### config.mk
export PLATFORM = sky130hd
export DESIGN_NAME = pong_match_ctrl
export DESIGN_NICKNAME = d
export VERILOG_FILES = /design/src/rtl/pong_match_ctrl.sv
export SDC_FILE = /design/constraint.sdc
export NUM_CORES = 1
export LEC_CHECK = 0
export ABC_AREA = 1
export ABC_CLOCK_PERIOD_IN_PS = 1500
export CORE_ASPECT_RATIO = 2
export CORE_MARGIN = 2
export CORE_UTILIZATION = 47
export CTS_BUF_LIST = sky130_fd_sc_hd__clkbuf_16
export DETAILED_ROUTE_END_ITERATION = 12
export PLACE_DENSITY = 0.78
export RECOVER_POWER = 25
export SETUP_SLACK_MARGIN = 0.3
export SYNTH_ARGS = -nofsm -noshare
export SYNTH_HDL_FRONTEND = slang
export SYNTH_SLANG_ARGS = --single-unit
### constraint.sdc
create_clock -name i_clk -period 1.5 [get_ports i_clk]
set_clock_uncertainty 0.15 [all_clocks]
set_input_delay 0.45 -clock i_clk [delete_from_list [all_inputs] [get_ports i_clk]]
set_output_delay 0.45 -clock i_clk [all_outputs]
set_load 0.1 [all_outputs]
### src/rtl/pong_match_ctrl.sv
// pong_match_ctrl: match sequencer for VGA pong (serve, scoring, speed level, winner).
// Define PONG_AUTO_SERVE_EN to let SERVE_WAIT serve by itself after AUTO_SERVE_FRAMES frames.
module pong_match_ctrl #(
  parameter int WIN_SCORE         = 7,
  parameter int POINT_FRAMES      = 60,
  parameter int SPEEDUP_HITS      = 4,
  parameter int MAX_SPEED         = 3,
  parameter int AUTO_SERVE_FRAMES = 120
) (
  input  logic       i_clk,
  input  logic       i_rst_n,
  input  logic       i_frame_tick,
  input  logic       i_btn_serve,
  input  logic       i_btn_rst,
  input  logic       i_miss_left,
  input  logic       i_miss_right,
  input  logic       i_paddle_hit,
  output logic       o_ball_run,
  output logic       o_ball_reset,
  output logic       o_serve_dir,
  output logic [3:0] o_score_l,
  output logic [3:0] o_score_r,
  output logic [1:0] o_speed_lvl,
  output logic       o_winner_vld,
  output logic       o_winner,
  output logic [2:0] o_state
);
  localparam int FMAX = POINT_FRAMES > AUTO_SERVE_FRAMES ? POINT_FRAMES : AUTO_SERVE_FRAMES;
  localparam int CW = $clog2(FMAX + 1);
  localparam int HW = $clog2(SPEEDUP_HITS + 1);
`ifdef PONG_AUTO_SERVE_EN
  localparam bit AUTO_EN = 1'b1;
`else
  localparam bit AUTO_EN = 1'b0;
`endif

  typedef enum logic [2:0] {
    IDLE       = 3'd0,
    SERVE_WAIT = 3'd1,
    PLAY       = 3'd2,
    POINT      = 3'd3,
    OVER       = 3'd4
  } state_t;

  state_t        r_state, w_state;
  logic [1:0]    r_sync;
  logic          r_sync_d;
  logic [3:0]    r_score_l, r_score_r, w_score_l, w_score_r;
  logic [1:0]    r_speed, w_speed;
  logic [HW-1:0] r_hit, w_hit;
  logic [CW-1:0] r_frm, w_frm;
  logic          r_dir, w_dir;
  logic          w_serve_p, w_point_done, w_auto, w_frm_inc, w_hit_wrap;

  assign w_serve_p    = r_sync[1] & ~r_sync_d;
  assign w_point_done = i_frame_tick && r_frm == CW'(POINT_FRAMES - 1);
  assign w_auto       = AUTO_EN && i_frame_tick && r_frm == CW'(AUTO_SERVE_FRAMES - 1);
  assign w_frm_inc    = i_frame_tick && (r_state == POINT || (AUTO_EN && r_state == SERVE_WAIT));
  assign w_hit_wrap   = r_hit == HW'(SPEEDUP_HITS - 1);
  // Any state change restarts the frame count, so each state sees frames since its own entry.
  assign w_frm        = (i_btn_rst || w_state != r_state) ? '0 : w_frm_inc ? r_frm + CW'(1) : r_frm;

  always_comb begin
    w_state   = r_state;
    w_score_l = r_score_l;
    w_score_r = r_score_r;
    w_speed   = r_speed;
    w_hit     = r_hit;
    w_dir     = r_dir;
    if (i_btn_rst) begin
      w_state   = IDLE;
      w_score_l = '0;
      w_score_r = '0;
      w_speed   = '0;
      w_hit     = '0;
    end else begin
      case (r_state)
        IDLE: w_state = w_serve_p ? PLAY : IDLE;
        SERVE_WAIT: if (w_serve_p || w_auto) begin
          w_state = PLAY;
          w_speed = '0;
          w_hit   = '0;
        end
        PLAY: if (i_miss_left || i_miss_right) begin
          w_state = POINT;
          if (i_miss_right && !i_miss_left) begin
            w_score_l = r_score_l == 4'hf ? r_score_l : r_score_l + 4'd1;
            w_dir     = 1'b1;
          end else if (i_miss_left && !i_miss_right) begin
            w_score_r = r_score_r == 4'hf ? r_score_r : r_score_r + 4'd1;
            w_dir     = 1'b0;
          end
        end else if (i_paddle_hit) begin
          w_hit   = w_hit_wrap ? '0 : r_hit + HW'(1);
          w_speed = (w_hit_wrap && r_speed < 2'(MAX_SPEED)) ? r_speed + 2'd1 : r_speed;
        end
        POINT: if (w_point_done)
          w_state = (r_score_l >= 4'(WIN_SCORE) || r_score_r >= 4'(WIN_SCORE)) ? OVER : SERVE_WAIT;
        OVER: if (w_serve_p) begin
          w_state   = SERVE_WAIT;
          w_score_l = '0;
          w_score_r = '0;
          w_speed   = '0;
          w_hit     = '0;
        end
        default: w_state = IDLE;
      endcase
    end
  end

  always_ff @(posedge i_clk or negedge i_rst_n) begin
    if (!i_rst_n) begin
      r_state   <= IDLE;
      r_sync    <= '0;
      r_sync_d  <= 1'b0;
      r_score_l <= '0;
      r_score_r <= '0;
      r_speed   <= '0;
      r_hit     <= '0;
      r_frm     <= '0;
      r_dir     <= 1'b1;
    end else begin
      r_state   <= w_state;
      r_sync    <= {r_sync[0], i_btn_serve};
      r_sync_d  <= r_sync[1];
      r_score_l <= w_score_l;
      r_score_r <= w_score_r;
      r_speed   <= w_speed;
      r_hit     <= w_hit;
      r_frm     <= w_frm;
      r_dir     <= w_dir;
    end
  end

  assign o_ball_run   = r_state == PLAY;
  assign o_ball_reset = r_state != PLAY;
  assign o_serve_dir  = r_dir;
  assign o_score_l    = r_score_l;
  assign o_score_r    = r_score_r;
  assign o_speed_lvl  = r_speed;
  assign o_winner_vld = r_state == OVER;
  assign o_winner     = r_state == OVER && r_score_r >= 4'(WIN_SCORE);
  assign o_state      = r_state;
endmodule

==> results of run 1 <==
per-stage QoR:
stage	instances	setup slack, ns
2_1_floorplan	206	-0.886
3_3_place_gp	314	-0.729
3_5_place_dp	314	-0.864
4_1_cts	340	-0.473
synth_stat cells, types with 4 or more instances:
master	count
nand2_1	49
inv_1	29
dfrtp_1	26
nor2_1	23
nand3_1	18
o21ai_0	10
ha_1	8
a21oi_1	6
inv_2	6
xor2_1	6
nand4_1	4
kinds of logic after synthesis:
group,after synthesis,synth area share
and+or+nand+nor,105,0.299
AOI/OAI and AO/OA,24,0.0878
buffers and inverters,35,0.0831
adders and majority gates,8,0.0633
xor gates and xnor gates,7,0.0388
DFF,27,0.428
what timing repair did:
item	CTS
buffers inserted	22
setup endpoints to repair	42
pin swaps	23
resized for setup	82
==> results.md, run 1 <==
- Status: stopped before the end
- Stage where the run ended: 5_1_grt
- Error msg: [ERROR DPL-0038] Utilization greater than 100%, impossible to legalize
- WEP type: top-level output
- Die span in x: approximately 45 um
- Largest net degree at the start of global routing: 28
- Post-CTS Hold Buffers: 0
- Yosys top cell by area: dfrtp_1
- Clk buf depth: 2
- Sink Count: 27
- FP Rows: 29
- Syn_area_per_cell: 7.68 um^2
- Synth cell types: 25
- I/O pin total: 26
- GPL Wtd Cong: 0.779
- EDFF count, synth: 0
- Top cell type's share of synthesized area: 0.411
- Synth async-reset ratio: 1.00
- Top_reg_cell synth: dfrtp_1
- H-Tree Depth: 1
- Syn Inst Count: 206
- Ys Warns: 0
- Crit. endpoint post-GRT repair: o_ball_run
- Root Driver: clkbuf_16
- Syn Nets: ~220
- Die height: 86.0 um
- Post-DP Area: ~0.0026 mm^2
- Placed wire-length estimate: 3520 um
- Mapped Area: 0.00158 mm^2
- Sequential share of the synthesized area: 0.428
- Seq cells post-synth: 27
- Top cells by area, synth: dfrtp_1 41%, nand2_1 12%, inv_1 6.9%, ha_1 6.3%, nand3_1 5.7%
- Initial core utilization: 0.495
- PortBufs: 25
- Inserted Clock Buffers: 3
==> run 2, diff against run 1 <==
- ABC_CLOCK_PERIOD_IN_PS: 1500 -> 2000
- CORE_ASPECT_RATIO: 2 -> default
- CORE_UTILIZATION: 47 -> 40
- CTS_BUF_LIST: sky130_fd_sc_hd__clkbuf_16 -> default
- PLACE_DENSITY: 0.78 -> default
- PLACE_DENSITY_LB_ADDON: default -> 0.15
- SETUP_SLACK_MARGIN: 0.3 -> default
- clock period: 1.5 -> 2 ns (I/O delays scaled with it)
==> run 2 against run 1 <==
  * The flow now finishes, with violations (negative setup slack)
  * Area after synthesis is the same
  * Synthesized cell count is the same
==> results.md, run 2 <==
- Cells on worst reg2reg path: 13
- Top cells by area, synth: dfrtp_1 41%, nand2_1 12%, inv_1 6.9%, ha_1 6.3%, nand3_1 5.7%
- Crit path max fanout: 2
- Number of flip-flops in the largest register: 7
- FMAX: 483 MHz
- WL per Instance: 11.4 um
- Total number of vias: 1511
- Slowest-stage cell, CP: dfrtp_4
- Failing checks: negative setup slack
- Required time of the critical path: 1.25 ns
- Final setup fails: 1
- Antenna diodes: 0
- Clk buf depth: 2
- Tcrit/Tclk final: 1.04
- Min cycle time layout: roughly 2.1 ns
- Synth cell types: 25
- Initial antenna violation count: 0
- CP cell instances: ha_4 -> a21oi_4 -> nor2_4 -> buf_12
- DRT Wirelength: 3600 um
- Remaining DRCs: 0
- Sink Count: 27
- Total Routing Usage GR: 0.180
- H-Tree Depth: 1
- Number of max-cap violations: 0
- Syn Nets: 222
- Seq cells post-synth: 27
- Slew @ Worst Pin: 0.667 ns
- Initial DRT Pass Iterations: 4
- DR iter-0 viols: 59
- Worst slew margin: 0.555
- Top_reg_cell synth: dfrtp_1
- Largest net degree at the start of global routing: 28
- First-pass GRT wire length: a little over 6000 um
- Reg2Reg Setup Slack: 0.08 ns
- Top cell type's share of synthesized area: 0.411
- Final hold vios: 0
- Post-CTS Hold Buffers: 0
- Synth top cells by count: 49 x nand2_1, 29 x inv_1, 26 x dfrtp_1
- GPL Wtd Cong: 0.846
- PortBufs: 25
- Commonest non-fill, non-tap cell in the layout: nand2_1
- Die Area: between 0.004 and 0.005 mm^2
- Worst vdd ir: 0.435 mV
- Reg2reg start: o_score_r[0]
- # fillers: ~330
- Syn Inst Count: 206
- Critical path's largest stage delay: roughly 0.5 ns
- Syn_area_per_cell: 7.68 um^2
- Status: finished, violations left
- Top-count cell post-synth: nand2_1
- Inserted Clock Buffers: 3
- FP Rows: 22
- Final Total Pwr: 1840 uW
- EDFF count, synth: 0
- Synth async-reset ratio: 1.00
- Area growth syn-to-layout: 56.9%
- Hold EP: r_sync[1]
- TritonCTS clock tree: done
- Core ar.: ~0.0037 mm^2
- Die span in x: 66.9 um
- Ys Warns: 0
- Max-slew violations: 0
- Final nets: 286
- Most frequent cells in the layout: 47 x nand2_1, 33 x buf_4, 26 x inv_1
- Leak: 0.00118 uW
- Clk_lat worst skew: 0.27 ns
- RSZ-0062 raised after global routing: true
- Die height: between 60 and 70 um
- Layout cells sized above 1: 0.342
- Vias in the first global route: 1439
- Grt ovf: 0
- Root Driver: clkbuf_8
- Worst-path clk slew: 0.10 ns
- Initial core utilization: 0.422
- Routed Antenna Nets: 0
- Hold Crit Depth: 0
- Mapped Area: 0.00158 mm^2
- Placed wire-length estimate: between 2000 and 3000 um
- I/O pin total: 26
- Arrival @ worst endpoint: 1.32 ns
- Setup CP Type: reg -> out
- Worst setup EP type: primary output
- HP Start: r_sync[0]
- Sequential share of the synthesized area: 0.428
- Largest Register: r_frm
- Yosys top cell by area: dfrtp_1
- Worst R2R End: r_frm[2]
- Setup crit start kind: register
- Largest delay share family, worst path: flip-flops
- PD cells: 742 mW/mm^2
- Vias per std cell: approximately 4.8
- WHS: 0.215 ns
- Hold Path Class: reg -> reg
- Final worst slack: -0.0713 ns
- Buffers and inverters on the worst path: 1
[run 2: cell counts after synthesis]
Identical to the previous run, type by type.
[run 2: final cells by class]
| class | count | area [um^2] | share of cell area |
|---|---|---|---|
| multi-input cells | 144 | 846 | 0.341 |
| well taps | 48 | 60.1 | 0.0242 |
| flip-flops and latches | 27 | 701 | 0.282 |
| clock buffers | 3 | 41.3 | 0.0166 |
| inverters | 35 | 148 | 0.0595 |
| clock inverters | 1 | 5.00 | 0.00202 |
| repair buffers | 59 | 681 | 0.274 |
[run 2: how the worst max path moves through the flow]
stage                  from  cells after the start        endpoint  slack [ns]
3_5_place_dp    i_miss_left                     13        r_frm[5]       -0.45
4_1_cts        o_score_r[0]                      4        o_winner        -0.1
2_1_floorplan    o_state[2]                      8  o_speed_lvl[0]       -0.41
6_report       o_score_r[0]                      4        o_winner       -0.07
3_3_place_gp    i_miss_left                     13        r_frm[3]       -0.40
5_1_grt        o_score_r[1]                      4        o_winner       -0.12
[run 2: metrics by stage]
step	util	std cells	instance area [um^2]	setup slack, ns	setup TNS (ns)
2_1_floorplan	-	206	1640	-0.406	-2.44
3_3_place_gp	0.607	297	2270	-0.405	-6.02
3_5_place_dp	0.607	297	2270	-0.452	-6.68
4_1_cts	0.651	311	2440	-0.0964	-0.0992
5_1_grt	0.663	317	2480	-0.121	-0.648
6_report	0.663	317	2480	-0.0713	-0.0713
[run 2: kinds of logic after synthesis]
kind of cell,share of synthesized area
adders and majority gates,0.0633
xor gates and xnor gates,0.0388
buffers and inverters,0.0831
and+or+nand+nor,0.299
AOI/OAI and AO/OA,0.0878
DFF,0.428
[run 2: metal layers]
| metal | track usage | wire (um) | part of all wire | vias to the layer above |
|---|---|---|---|---|
| li1 | - | - | - | 789 |
| met1 | 0.249 | 1680 | 0.47 | 686 |
| met3 | 0.0287 | 146 | 0.041 | 4 |
| met5 | 0 | 0 | 0 | - |
| met2 | 0.291 | 1740 | 0.48 | 32 |
| met4 | 0.0459 | 31 | 0.0086 | 0 |
[run 2: worst register-to-register path: cells and delay by family, from the launching register on]
kind | cells | cell delay (ns)
simple gates | 9 | 0.60
fa+ha+maj | 1 | 0.18
compound gates | 1 | 0.15
buf+inv | 2 | 0.22
flops | 1 | 0.50
[run 2: where the power goes]
part           leakage (uW)  switching, uW  internal (uW)  total [uW]
registers          0.000343           73.8            616         689
logic              0.000814            524            313         837
clock network     0.0000255            176            140         315
total               0.00118            774           1070        1840
[run 2: timing repair]
| item | CTS | global route |
|---|---|---|
| pin swaps | 4 | 2 |
| buffers inserted | 10 | 6 |
| hold endpoints to repair | 0 | 0 |
| endpoints found under the setup margin | 17 | 10 |
| gates resized for setup | 13 | 4 |
Power figures use the tool's default switching activity.
